**config.mk**
```make
export PLATFORM = sky130hd
export DESIGN_NAME = cdc_hs_sender
export DESIGN_NICKNAME = d
export VERILOG_FILES = /design/src/rtl/cdc_hs_pkg.sv /design/src/rtl/cdc_sync_bit.sv /design/src/rtl/cdc_hs_sender.sv
export SDC_FILE = /design/constraint.sdc
export NUM_CORES = 1
export LEC_CHECK = 0
export ABC_AREA = 0
export CAP_MARGIN = 15
export CORE_UTILIZATION = 36
export CTS_CLUSTER_DIAMETER = 80
export DETAILED_ROUTE_END_ITERATION = 6
export PLACE_DENSITY = 0.65
export REMOVE_ABC_BUFFERS = 1
export SETUP_SLACK_MARGIN = 0.05
export SKIP_LAST_GASP = 1
export SLEW_MARGIN = 5
export SYNTH_ARGS = -nofsm -noshare
export SYNTH_HDL_FRONTEND = slang
export SYNTH_SLANG_ARGS = --single-unit
```
**constraint.sdc**
```tcl
create_clock -name clk_tx -period 4.05 [get_ports clk_tx]
set_clock_uncertainty 0.05 [all_clocks]
set_input_delay 0.405 -clock clk_tx [delete_from_list [all_inputs] [get_ports clk_tx]]
set_output_delay 0.405 -clock clk_tx [all_outputs]
set_load 0.03 [all_outputs]
```
**src/rtl/cdc_hs_pkg.sv**
```systemverilog
// Shared types and constants for the clk_tx side of the req/ack CDC handshake.
package cdc_hs_pkg;

    // Handshake phases of the source side.
    typedef enum logic [1:0] {
        IDLE    = 2'd0,
        REQ     = 2'd1,
        RELEASE = 2'd2
    } hs_state_e;

    // Synchronizer depth: default and legal range.
    localparam int unsigned SYNC_STAGES_DEF = 2;
    localparam int unsigned SYNC_STAGES_MIN = 2;
    localparam int unsigned SYNC_STAGES_MAX = 4;

endpackage

```
**src/rtl/cdc_sync_bit.sv**
```systemverilog
// N-stage single-bit synchronizer with asynchronous active-low reset.
// Used for hs_ack on the sender; the receiver reuses it for hs_req.
module cdc_sync_bit
    import cdc_hs_pkg::*;
#(
    parameter int unsigned STAGES = SYNC_STAGES_DEF
) (
    input  logic i_clk,
    input  logic i_rst_n,
    input  logic i_d,
    output logic o_q
);

    logic [STAGES-1:0] r_sync;

    // Shift the asynchronous input through the flop chain.
    always_ff @(posedge i_clk or negedge i_rst_n) begin
        if (!i_rst_n) begin
            r_sync <= '0;
        end else begin
            r_sync <= {r_sync[STAGES-2:0], i_d};
        end
    end

    assign o_q = r_sync[STAGES-1];

endmodule

```
**src/rtl/cdc_hs_sender.sv**
```systemverilog
// Source (clk_tx) end of a 4-phase req/ack multi-bit CDC handshake.
// hs_data is held stable while a handshake is in flight; only the synchronized
// ack is used internally. Optional macro CDC_HS_SKID_EN adds a one-entry pending
// register so the next word can be accepted while a handshake is in flight.
module cdc_hs_sender
    import cdc_hs_pkg::*;
#(
    parameter int unsigned DATA_W      = 8,
    parameter int unsigned SYNC_STAGES = SYNC_STAGES_DEF,
    parameter int unsigned CNT_W       = 16
) (
    input  logic              clk_tx,
    input  logic              rst_n,
    input  logic              in_valid,
    output logic              in_ready,
    input  logic [DATA_W-1:0] in_data,
    output logic              hs_req,
    output logic [DATA_W-1:0] hs_data,
    input  logic              hs_ack,
    output logic              xfer_done,
    output logic              busy,
    output logic [CNT_W-1:0]  xfer_cnt
);

    hs_state_e         r_state, w_state_nxt;
    logic              r_req, w_req_nxt;
    logic [DATA_W-1:0] r_data, w_data_nxt;
    logic              r_done, w_done_nxt;
    logic [CNT_W-1:0]  r_cnt, w_cnt_nxt;
    logic              w_ack_s;
    logic              w_in_ready;
    logic              w_accept;
    logic              w_pend_valid;

    cdc_sync_bit #(
        .STAGES (SYNC_STAGES)
    ) u_ack_sync (
        .i_clk   (clk_tx),
        .i_rst_n (rst_n),
        .i_d     (hs_ack),
        .o_q     (w_ack_s)
    );

`ifdef CDC_HS_SKID_EN
    logic              r_pend_valid, w_pend_valid_nxt;
    logic [DATA_W-1:0] r_pend_data, w_pend_data_nxt;

    // Pending-entry registers.
    always_ff @(posedge clk_tx or negedge rst_n) begin
        if (!rst_n) begin
            r_pend_valid <= 1'b0;
            r_pend_data  <= '0;
        end else begin
            r_pend_valid <= w_pend_valid_nxt;
            r_pend_data  <= w_pend_data_nxt;
        end
    end

    assign w_pend_valid = r_pend_valid;
`else
    assign w_pend_valid = 1'b0;
`endif

    // Ready: in IDLE wait for a stale ack to clear; elsewhere only the skid entry can take a word.
    always_comb begin
        w_in_ready = 1'b0;
        if (r_state == IDLE) begin
            w_in_ready = !w_ack_s;
        end else begin
`ifdef CDC_HS_SKID_EN
            w_in_ready = !r_pend_valid;
`else
            w_in_ready = 1'b0;
`endif
        end
    end

    assign w_accept = in_valid & w_in_ready;

    // Next-state and registered-output logic of the handshake FSM.
    always_comb begin
        w_state_nxt = r_state;
        w_req_nxt   = r_req;
        w_data_nxt  = r_data;
        w_done_nxt  = 1'b0;
        w_cnt_nxt   = r_cnt;
`ifdef CDC_HS_SKID_EN
        w_pend_valid_nxt = r_pend_valid;
        w_pend_data_nxt  = r_pend_data;
`endif
        case (r_state)
            IDLE: begin
                w_req_nxt = 1'b0;
                if (w_accept) begin
                    w_data_nxt  = in_data;
                    w_req_nxt   = 1'b1;
                    w_state_nxt = REQ;
                end
            end
            REQ: begin
                w_req_nxt = 1'b1;
                if (w_ack_s) begin
                    w_req_nxt   = 1'b0;
                    w_state_nxt = RELEASE;
                end
`ifdef CDC_HS_SKID_EN
                if (w_accept) begin
                    w_pend_valid_nxt = 1'b1;
                    w_pend_data_nxt  = in_data;
                end
`endif
            end
            RELEASE: begin
                w_req_nxt = 1'b0;
                if (!w_ack_s) begin
                    w_done_nxt  = 1'b1;
                    w_cnt_nxt   = r_cnt + CNT_W'(1);
                    w_state_nxt = IDLE;
`ifdef CDC_HS_SKID_EN
                    if (r_pend_valid) begin
                        w_data_nxt       = r_pend_data;
                        w_req_nxt        = 1'b1;
                        w_pend_valid_nxt = 1'b0;
                        w_state_nxt      = REQ;
                    end else if (w_accept) begin
                        // A word accepted on the completing edge launches directly,
                        // keeping the pending entry empty whenever the FSM is in IDLE.
                        w_data_nxt  = in_data;
                        w_req_nxt   = 1'b1;
                        w_state_nxt = REQ;
                    end
`endif
                end
`ifdef CDC_HS_SKID_EN
                else if (w_accept) begin
                    w_pend_valid_nxt = 1'b1;
                    w_pend_data_nxt  = in_data;
                end
`endif
            end
            default: begin
                w_req_nxt   = 1'b0;
                w_state_nxt = IDLE;
            end
        endcase
    end

    // State and registered outputs.
    always_ff @(posedge clk_tx or negedge rst_n) begin
        if (!rst_n) begin
            r_state <= IDLE;
            r_req   <= 1'b0;
            r_data  <= '0;
            r_done  <= 1'b0;
            r_cnt   <= '0;
        end else begin
            r_state <= w_state_nxt;
            r_req   <= w_req_nxt;
            r_data  <= w_data_nxt;
            r_done  <= w_done_nxt;
            r_cnt   <= w_cnt_nxt;
        end
    end

    assign in_ready  = w_in_ready;
    assign hs_req    = r_req;
    assign hs_data   = r_data;
    assign xfer_done = r_done;
    assign xfer_cnt  = r_cnt;
    assign busy      = (r_state != IDLE) | w_pend_valid;

endmodule

```
==> metrics, run 1 <==
First-pass DRT Iterations 2; CTS Sinks 30; die height 60.3 um; worst-margin pin slew 363 ps; Ports 40; antenna cell count 0; drc violations 0; dpl hpwl 1640 um; depth of the CTS H-tree 2; endpoint class of the critical path primary output; Pwr Density 488 nW/um2; post-synthesis cell area 1220 um2; Initial Util 39.1%; IO Port Bufs 39; CP Data Required Time 3600 ps; Max-cap violations 0; Synth Instances 94; worst reg2reg path startpoint r_state[1]; crit-path cells or2_2 -> nor2_1 -> clkdlybuf4s50_1; most frequent cells in the layout clkdlybuf4s50_1, dfrtp_1, mux2_2; hold path start u_ack_sync.r_sync[0]; core area 3130 um2; Final nets 152; slowest CP cell clkdlybuf4s50_1; VDD IR max 280 uV; critical path startpoint category register; Die W 60.3 um; Worst Hold Path EP u_ack_sync.r_sync[1]; fmax 432 MHz; die area 3630 um2; CP peak stage delay 680 ps; Synth-to-Final Area Change 40.6%; initial antenna violation count 0; outcome completed; Clk Latency, worst-skew pair 320 ps; drt wl/cell 12.1 um; final setup TNS 0 ps; routability cong. 0.753; Critical path origin r_state[1]; CP Max Fanout 5; Primary FF master, synth dfrtp_1; DR iter-0 viols 9; hold buffers post-CTS 0; FFs w/ async S/R, synth 100%; Crit Path Class reg2out; Crit path max-delay family buffers and inverters; drt total wl 2230 um; vias in the first global route 876; Power Total 839 uW; Overflow after GRT 0; flop2flop setup slack 2290 ps; Setup violations, final 0; RSZ-0062 raised after global routing no; Slew Limit Fails 0; sequential area share after synthesis 61.4%; crit path time final 2320 ps; Buffers & Inverters on Critical Path 1; min-delay worst type reg2reg; r2r worst-path depth 4; FF-to-FF End hs_data[7]; hold slack final 304 ps; relative slew slack 75.8%; root buf cell clkbuf_4; clock buffer depth 2; Post-synth EDFFs 0; share of cells above drive strength 1 15.0%; vias 835; first-pass GRT wire length 3700 um; final hold viol count 0; # Post-CTS Setup Buffers 0; Rows 20; Leakage 0.764 nW; Avg Cell Area, Syn 13.0 um2; largest net degree at the start of global routing 31; distinct cell type count after synthesis 21; vias per inst 4.54; hold depth 0; CTS tree built; fin util 55.0%; Inserted Clock Buffers 5; post-route antenna net violation count 0; commonest non-fill, non-tap cell in the layout clkdlybuf4s50_1; Ys Warns 0; final period utilization 57.2%; # resized after CTS 0; #FFs+latches synth 30; Arr. time, crit path 1860 ps; GRT Util Overall 14.4%; Clock Pin Slew Worst Setup and Hold Paths 80 ps
==> how the worst max path moves through the flow <==
stage                     depth (start not counted)          to  slack, ps
final                                             3    in_ready       1730
after global placement                            3    in_ready       2110
after detailed placement                          3    in_ready       2070
after CTS                                         3    in_ready       1700
after global routing                              3    in_ready       1630
after floorplan                                   4  hs_data[0]       1900
==> sequential cells by signal, summed over array words and instances, names as in the netlist <==
register           cells
xfer_cnt              16
hs_data                8
r_state                2
u_ack_sync.r_sync      2
hs_req                 1
xfer_done              1
==> layer usage <==
| metal | GRT usage [%] | vias up | share of wire [%] |
|---|---|---|---|
| li1 | - | 411 | - |
| met4 | 5.98 | 0 | 1.2 |
| met2 | 21.0 | 35 | 42 |
| met1 | 17.8 | 385 | 47 |
| met5 | 0 | - | 0 |
| met3 | 7.58 | 4 | 9.8 |
==> cells in the mapped netlist (2+ instances only) <==
library cell,instances,area share (%)
and2_1,2,1.0
dfrtp_1,30,61
inv_1,2,0.61
mux2_2,9,8.3
nand2_1,5,1.5
nand3_1,4,1.6
nand4_1,5,2.6
nor2_1,6,1.8
nor3_1,5,2.0
xnor2_1,8,5.7
xor2_1,8,5.7
==> report_power, final <==
part | internal, mW | switching [mW] | leakage [nW]
clock network | 0.0840 | 0.0957 | 0.0353
registers | 0.346 | 0.0403 | 0.388
logic | 0.129 | 0.145 | 0.340
==> cell type report <==
type / instances / area, um2
flip-flops and latches: 30 / 751
inverters: 2 / 7.51
repair buffers: 40 / 398
fillers: 284 / 1410
well taps: 44 / 55.1
clock buffers: 7 / 55.1
clock inverters: 1 / 5.00
multi-input cells: 60 / 448
==> stage by stage <==
| step | area (um2) | setup slack (ps) | std cells |
|---|---|---|---|
| final | 1720 | 1730 | 184 |
| after detailed placement | 1660 | 2070 | 176 |
| after floorplan | 1210 | 1900 | 92 |
| after CTS | 1720 | 1700 | 184 |
| after global routing | 1720 | 1630 | 184 |
| after global placement | 1660 | 2110 | 176 |
==> logic make-up (layout without fill, tap and decap cells) <==
group | count (synthesis) | after routing | synth area share, %
xor gates and xnor gates | 16 | 16 | 11.5
adders and majority gates | 1 | 1 | 1.02
buffers and inverters | 4 | 50 | 1.94
DFF | 30 | 30 | 61.4
muxes | 9 | 9 | 8.29
and+or+nand+nor | 34 | 34 | 15.9
Power figures use the tool's default switching activity.
==> inputs of run 2 (changes only) <==
==> constraint.sdc (replaced) <==
create_clock -name clk_tx -period 2.3 [get_ports clk_tx]
set_clock_uncertainty 0.05 [all_clocks]
set_input_delay 0.23 -clock clk_tx [delete_from_list [all_inputs] [get_ports clk_tx]]
set_output_delay 0.23 -clock clk_tx [all_outputs]
set_load 0.03 [all_outputs]
==> metrics, run 2 (synthesis gave the netlist of run 1 again) <==
share of power burned in registers 43.3% (-2.7 points); hold slack final 224 ps (-80.1 ps); Arr. time, crit path 1870 ps (about the same); VDD IR max 534 uV (+91%); commonest non-fill, non-tap cell in the layout clkdlybuf4s50_1; first-pass GRT wire length 3810 um (+3.0%); CTS tree built; final setup TNS 0 ps (unchanged); Leakage 0.774 nW (+1.3%); Initial Util 39.1% (unchanged); vias per inst 4.72 (+4.0%); hold buffers post-CTS 0 (unchanged); drt total wl 2370 um (+6.7%); CP Max Fanout 5 (unchanged); routability cong. 0.735 (-2.4%); register area 751 um2 (unchanged); Setup violations, final 0 (unchanged); Crit path max-delay family buffers and inverters; drt wl/cell 12.9 um (+6.7%); crit-path cells or2_2 -> nor2_1 -> clkdlybuf4s50_1; combinational share of power 30.7% (-1.9 points); final instance area 1740 um2 (+1.0%); drc violations 0 (unchanged); worst-margin pin slew 365 ps (+2.69 ps); endpoint class of the critical path primary output; relative slew slack 75.6% (-0.18 points); most frequent cells in the layout clkdlybuf4s50_1, dfrtp_1, mux2_2; post-route antenna net violation count 0 (unchanged); Max-cap violations 0 (unchanged); Clk Latency, worst-skew pair 330 ps (about the same); final hold viol count 0 (unchanged); dpl cell area 1660 um2 (unchanged); GRT Util Overall 15.1% (+0.63 points); vias 868 (+4.0%); Overflow after GRT 0 (unchanged); fin util 55.5% (+0.56 points); worst setup path endpoint in_ready; worst reg2reg path startpoint r_state[1]; largest net degree at the start of global routing 31 (unchanged); CP peak stage delay 680 ps (about the same); antenna cell count 0 (unchanged); dpl hpwl 1750 um (+6.8%); CTS Sinks 30 (unchanged); FF-to-FF End hs_data[1]; IO Port Bufs 39 (unchanged); die height 60.3 um (unchanged); Synth-to-Final Area Change 42.1%; Buffers & Inverters on Critical Path 1 (unchanged); Critical path origin r_state[1]; slowest CP cell clkdlybuf4s50_1; Clock Pin Slew Worst Setup and Hold Paths 100 ps (+20 ps); part of the power in the clock network 26.0% (+4.6 points); filler cell count 292 (+2.8%); root buf cell clkbuf_4; Ports 40 (unchanged); depth of the CTS H-tree 2 (unchanged); # resized after CTS 0 (unchanged); Crit Path Class reg2out; initial antenna violation count 0 (unchanged); flop2flop setup slack 550 ps (-1740 ps); Die W 60.3 um (unchanged); Multi-input gate area 448 um2 (unchanged); final period utilization 93.5%; max FFs per register 16 (unchanged); core area 3130 um2 (unchanged); fmax 465 MHz; Inserted Clock Buffers 5 (unchanged); # Post-CTS Setup Buffers 0 (unchanged); vias in the first global route 853 (-2.6%); stages on the worst setup path 3 (unchanged); RSZ-0062 raised after global routing no; r2r worst-path depth 4 (unchanged); DR iter-0 viols 12 (+3); Rows 20 (unchanged); Final nets 152 (unchanged); Net Switching 513 uW (+82%); share of cells above drive strength 1 15.7% (+0.71 points); Pwr Density 906 nW/um2 (+86%); die area 3630 um2 (unchanged); sw frac 32.6% (-0.89 points); CP Data Required Time 2020 ps (-1580 ps); First-pass DRT Iterations 3 (+1); outcome completed; Slew Limit Fails 0 (unchanged); clock buffer depth 2 (unchanged); min-delay worst type in2async; critical path startpoint category register; Int Pwr 1.06 mW (+90%); crit path time final 2150 ps
==> run 2: changes by cell type in the layout (fill, tap and decap cells not counted), sizes merged <==
cell / delta
bufinv: +1
clkinv: +1
clkbuf: -2
==> run 2: cell type report <==
cell class	instances	share of cell area [%]
sequential	30	43.2
multi-input combinational	60	25.8
timing repair buffer	40	22.9
tap	44	3.17
clock inverter	3	2.31
clock buffer	5	2.16
inverter	2	0.432
==> run 2: worst reg2reg max path: cells and delay by family, from the launching register on <==
family / cells / cell delay [ps]
flops: 1 / 430
mux: 1 / 380
simple gates: 3 / 780
==> run 2: stage by stage <==
step / instances / setup slack, ps / total power [mW]
after global routing: 184 / 80.4 / 1.64
after CTS: 184 / 127 / 1.59
after floorplan: 92 / 150 / 0.953
final: 184 / 149 / 1.57
after global placement: 176 / 532 / 1.17
after detailed placement: 176 / 501 / 1.18
==> run 2: worst min path at each step <==
stage / startpoint / to / slack (ps) / cells past startpoint
2_1_floorplan: rst_n / hs_data[0] / -120 / 0
3_3_place_gp: u_ack_sync.r_sync[0] / u_ack_sync.r_sync[1] / 280 / 0
3_5_place_dp: u_ack_sync.r_sync[0] / u_ack_sync.r_sync[1] / 290 / 0
4_1_cts: rst_n / hs_data[7] / 230 / 2
5_1_grt: rst_n / xfer_cnt[8] / 250 / 2
6_report: rst_n / hs_data[7] / 220 / 2
==> run 2: per-layer routing <==
layer  routed length (um)  vias up  GRT usage, %
li1                     -      409             -
met1                 1050      415          17.5
met2                 1060       36          22.3
met3                  195        8          6.06
met4                   73        0          11.0
met5                    0        -             0
==> run 2: power groups by stage <==
stage	sequential, mW	combinational, mW	clock [mW]
after floorplan	0.834	0.118	0
after global placement	0.686	0.480	0
after detailed placement	0.692	0.487	0
after CTS	0.683	0.488	0.421
after global routing	0.693	0.512	0.438
final	0.682	0.483	0.409
==> inputs of run 3 (changes only) <==
--- a/config.mk
+++ b/config.mk
@@ -7,6 +7,7 @@
 export LEC_CHECK = 0
 export ABC_AREA = 0
 export CAP_MARGIN = 15
+export CORE_MARGIN = 2
 export CORE_UTILIZATION = 36
 export CTS_CLUSTER_DIAMETER = 80
 export DETAILED_ROUTE_END_ITERATION = 6
==> metrics, run 3 (synthesis gave the netlist of run 1 again) <==
Crit Path Class reg2out; IO Port Bufs 39 (unchanged); largest net degree at the start of global routing 31 (unchanged); final hold viol count 0 (unchanged); Leakage 0.777 nW (+0.41%); DR iter-0 viols 21 (+9); first-pass GRT wire length 4130 um (+8.4%); most frequent cells in the layout clkdlybuf4s50_1, dfrtp_1, mux2_2; CP Max Fanout 5 (unchanged); Initial Util 36.9% (-2.2 points); worst-margin pin slew 371 ps (+5.97 ps); hold buffers post-CTS 0 (unchanged); Max-cap violations 0 (unchanged); commonest non-fill, non-tap cell in the layout clkdlybuf4s50_1; antenna cell count 0 (unchanged); GRT Util Overall 13.9% (-1.2 points); critical path startpoint category register; vias in the first global route 898 (+5.3%); Slew Limit Fails 0 (unchanged); # resized after CTS 0 (unchanged); dpl hpwl 1690 um (-3.3%); First-pass DRT Iterations 4 (+1); die area 3880 um2 (+6.7%); Synth-to-Final Area Change 41.0%; Inserted Clock Buffers 5 (unchanged); CP Data Required Time 2020 ps (about the same); root buf cell clkbuf_4; r2r worst-path depth 4 (unchanged); VDD IR max 448 uV (-16%); # Post-CTS Setup Buffers 0 (unchanged); post-route antenna net violation count 0 (unchanged); Overflow after GRT 0 (unchanged); drt total wl 2310 um (-2.7%); outcome completed; depth of the CTS H-tree 2 (unchanged); relative slew slack 75.2% (-0.40 points); vias 847 (-2.4%); clock buffer depth 2 (unchanged); min-delay worst type in2async; crit path time final 1960 ps (-196 ps); Cells after DPL 178 (+1.1%); endpoint class of the critical path primary output; Setup violations, final 0 (unchanged); Power Total 1.48 mW (-5.7%); final setup TNS 0 ps (unchanged); initial antenna violation count 0 (unchanged); fmax 511 MHz (+10%); core area 3310 um2 (+5.8%); final period utilization 85.0% (-8.5 points); vias per inst 4.55 (-3.5%); Ports 40 (unchanged); drc violations 0 (unchanged); die height 62.3 um (+3.3%); Clk Latency, worst-skew pair 320 ps (about the same); max FFs per register 16 (unchanged); drt wl/cell 12.4 um (-3.8%); share of cells above drive strength 1 15.0% (-0.71 points); routability cong. 0.740 (+0.69%); Final nets 152 (unchanged); RSZ-0062 raised after global routing no; Rows 21 (+5.0%); Arr. time, crit path 1680 ps (-190 ps); Non-Filler Instances 186 (+1.1%); Pwr Density 860 nW/um2 (-5.1%); Die W 62.3 um (+3.3%); CTS tree built; CTS Sinks 30 (unchanged); Clock Pin Slew Worst Setup and Hold Paths 90 ps (about the same)
==> run 3: cell count changes in the layout (fill, tap and decap cells not counted), sizes merged <==
cell,delta
dlymetal6s2s,+1
clkbuf,+2
clkdlybuf4s50,-1
clkinv,-1
bufinv,-1
==> run 3: critical path, cell delays in order, from the launching register on <==
cell and delay, ps:
dfrtp_1 430, or2_2 320, clkdlybuf4s50_1 600
==> run 3: layout make-up <==
| type | instances | area (um2) |
|---|---|---|
| Clock inverter | 1 | 5.00 |
| Timing Repair Buffer | 40 | 400 |
| Inverter | 2 | 7.51 |
| Fill cell | 299 | 1590 |
| Clock buffer | 7 | 55.1 |
| Sequential cell | 30 | 751 |
| Tap cell | 46 | 57.6 |
| Multi-Input combinational cell | 60 | 448 |
==> run 3: worst paths after layout <==
path / startpoint / end / slack (ps)
min in group clk_tx: hs_ack / u_ack_sync.r_sync[0] / 300
max in group asynchronous: rst_n / r_state[0] / 1690
worst max register to register: r_state[1] / hs_data[4] / 550
worst min-delay path: rst_n / hs_data[7] / 230
worst max-delay path: r_state[1] / busy / 340
worst min register to register: u_ack_sync.r_sync[0] / u_ack_sync.r_sync[1] / 300
==> run 3: metrics by stage <==
stage	instance area [um2]	worst slack [ps]	hold slack [ps]	util (%)
5_1_grt	1720	279	264	52.1
3_5_place_dp	1660	489	289	50.2
2_1_floorplan	1210	150	-116	-
6_report	1720	345	235	52.1
4_1_cts	1720	110	242	52.0
3_3_place_gp	1660	534	286	50.2
==> run 3: per-layer routing <==
metal | global-route usage (%) | part of all wire [%]
met1 | 16.5 | 47
met4 | 7.50 | 2.6
met5 | 0 | 0
met2 | 21.5 | 44
met3 | 5.80 | 6.6
==> run 3: power breakdown <==
group	internal [mW]	switching [mW]	leakage, nW	total [mW]
clock	0.148	0.173	0.0353	0.321
sequential	0.609	0.0694	0.388	0.678
combinational	0.226	0.257	0.353	0.483
total	0.983	0.500	0.777	1.48
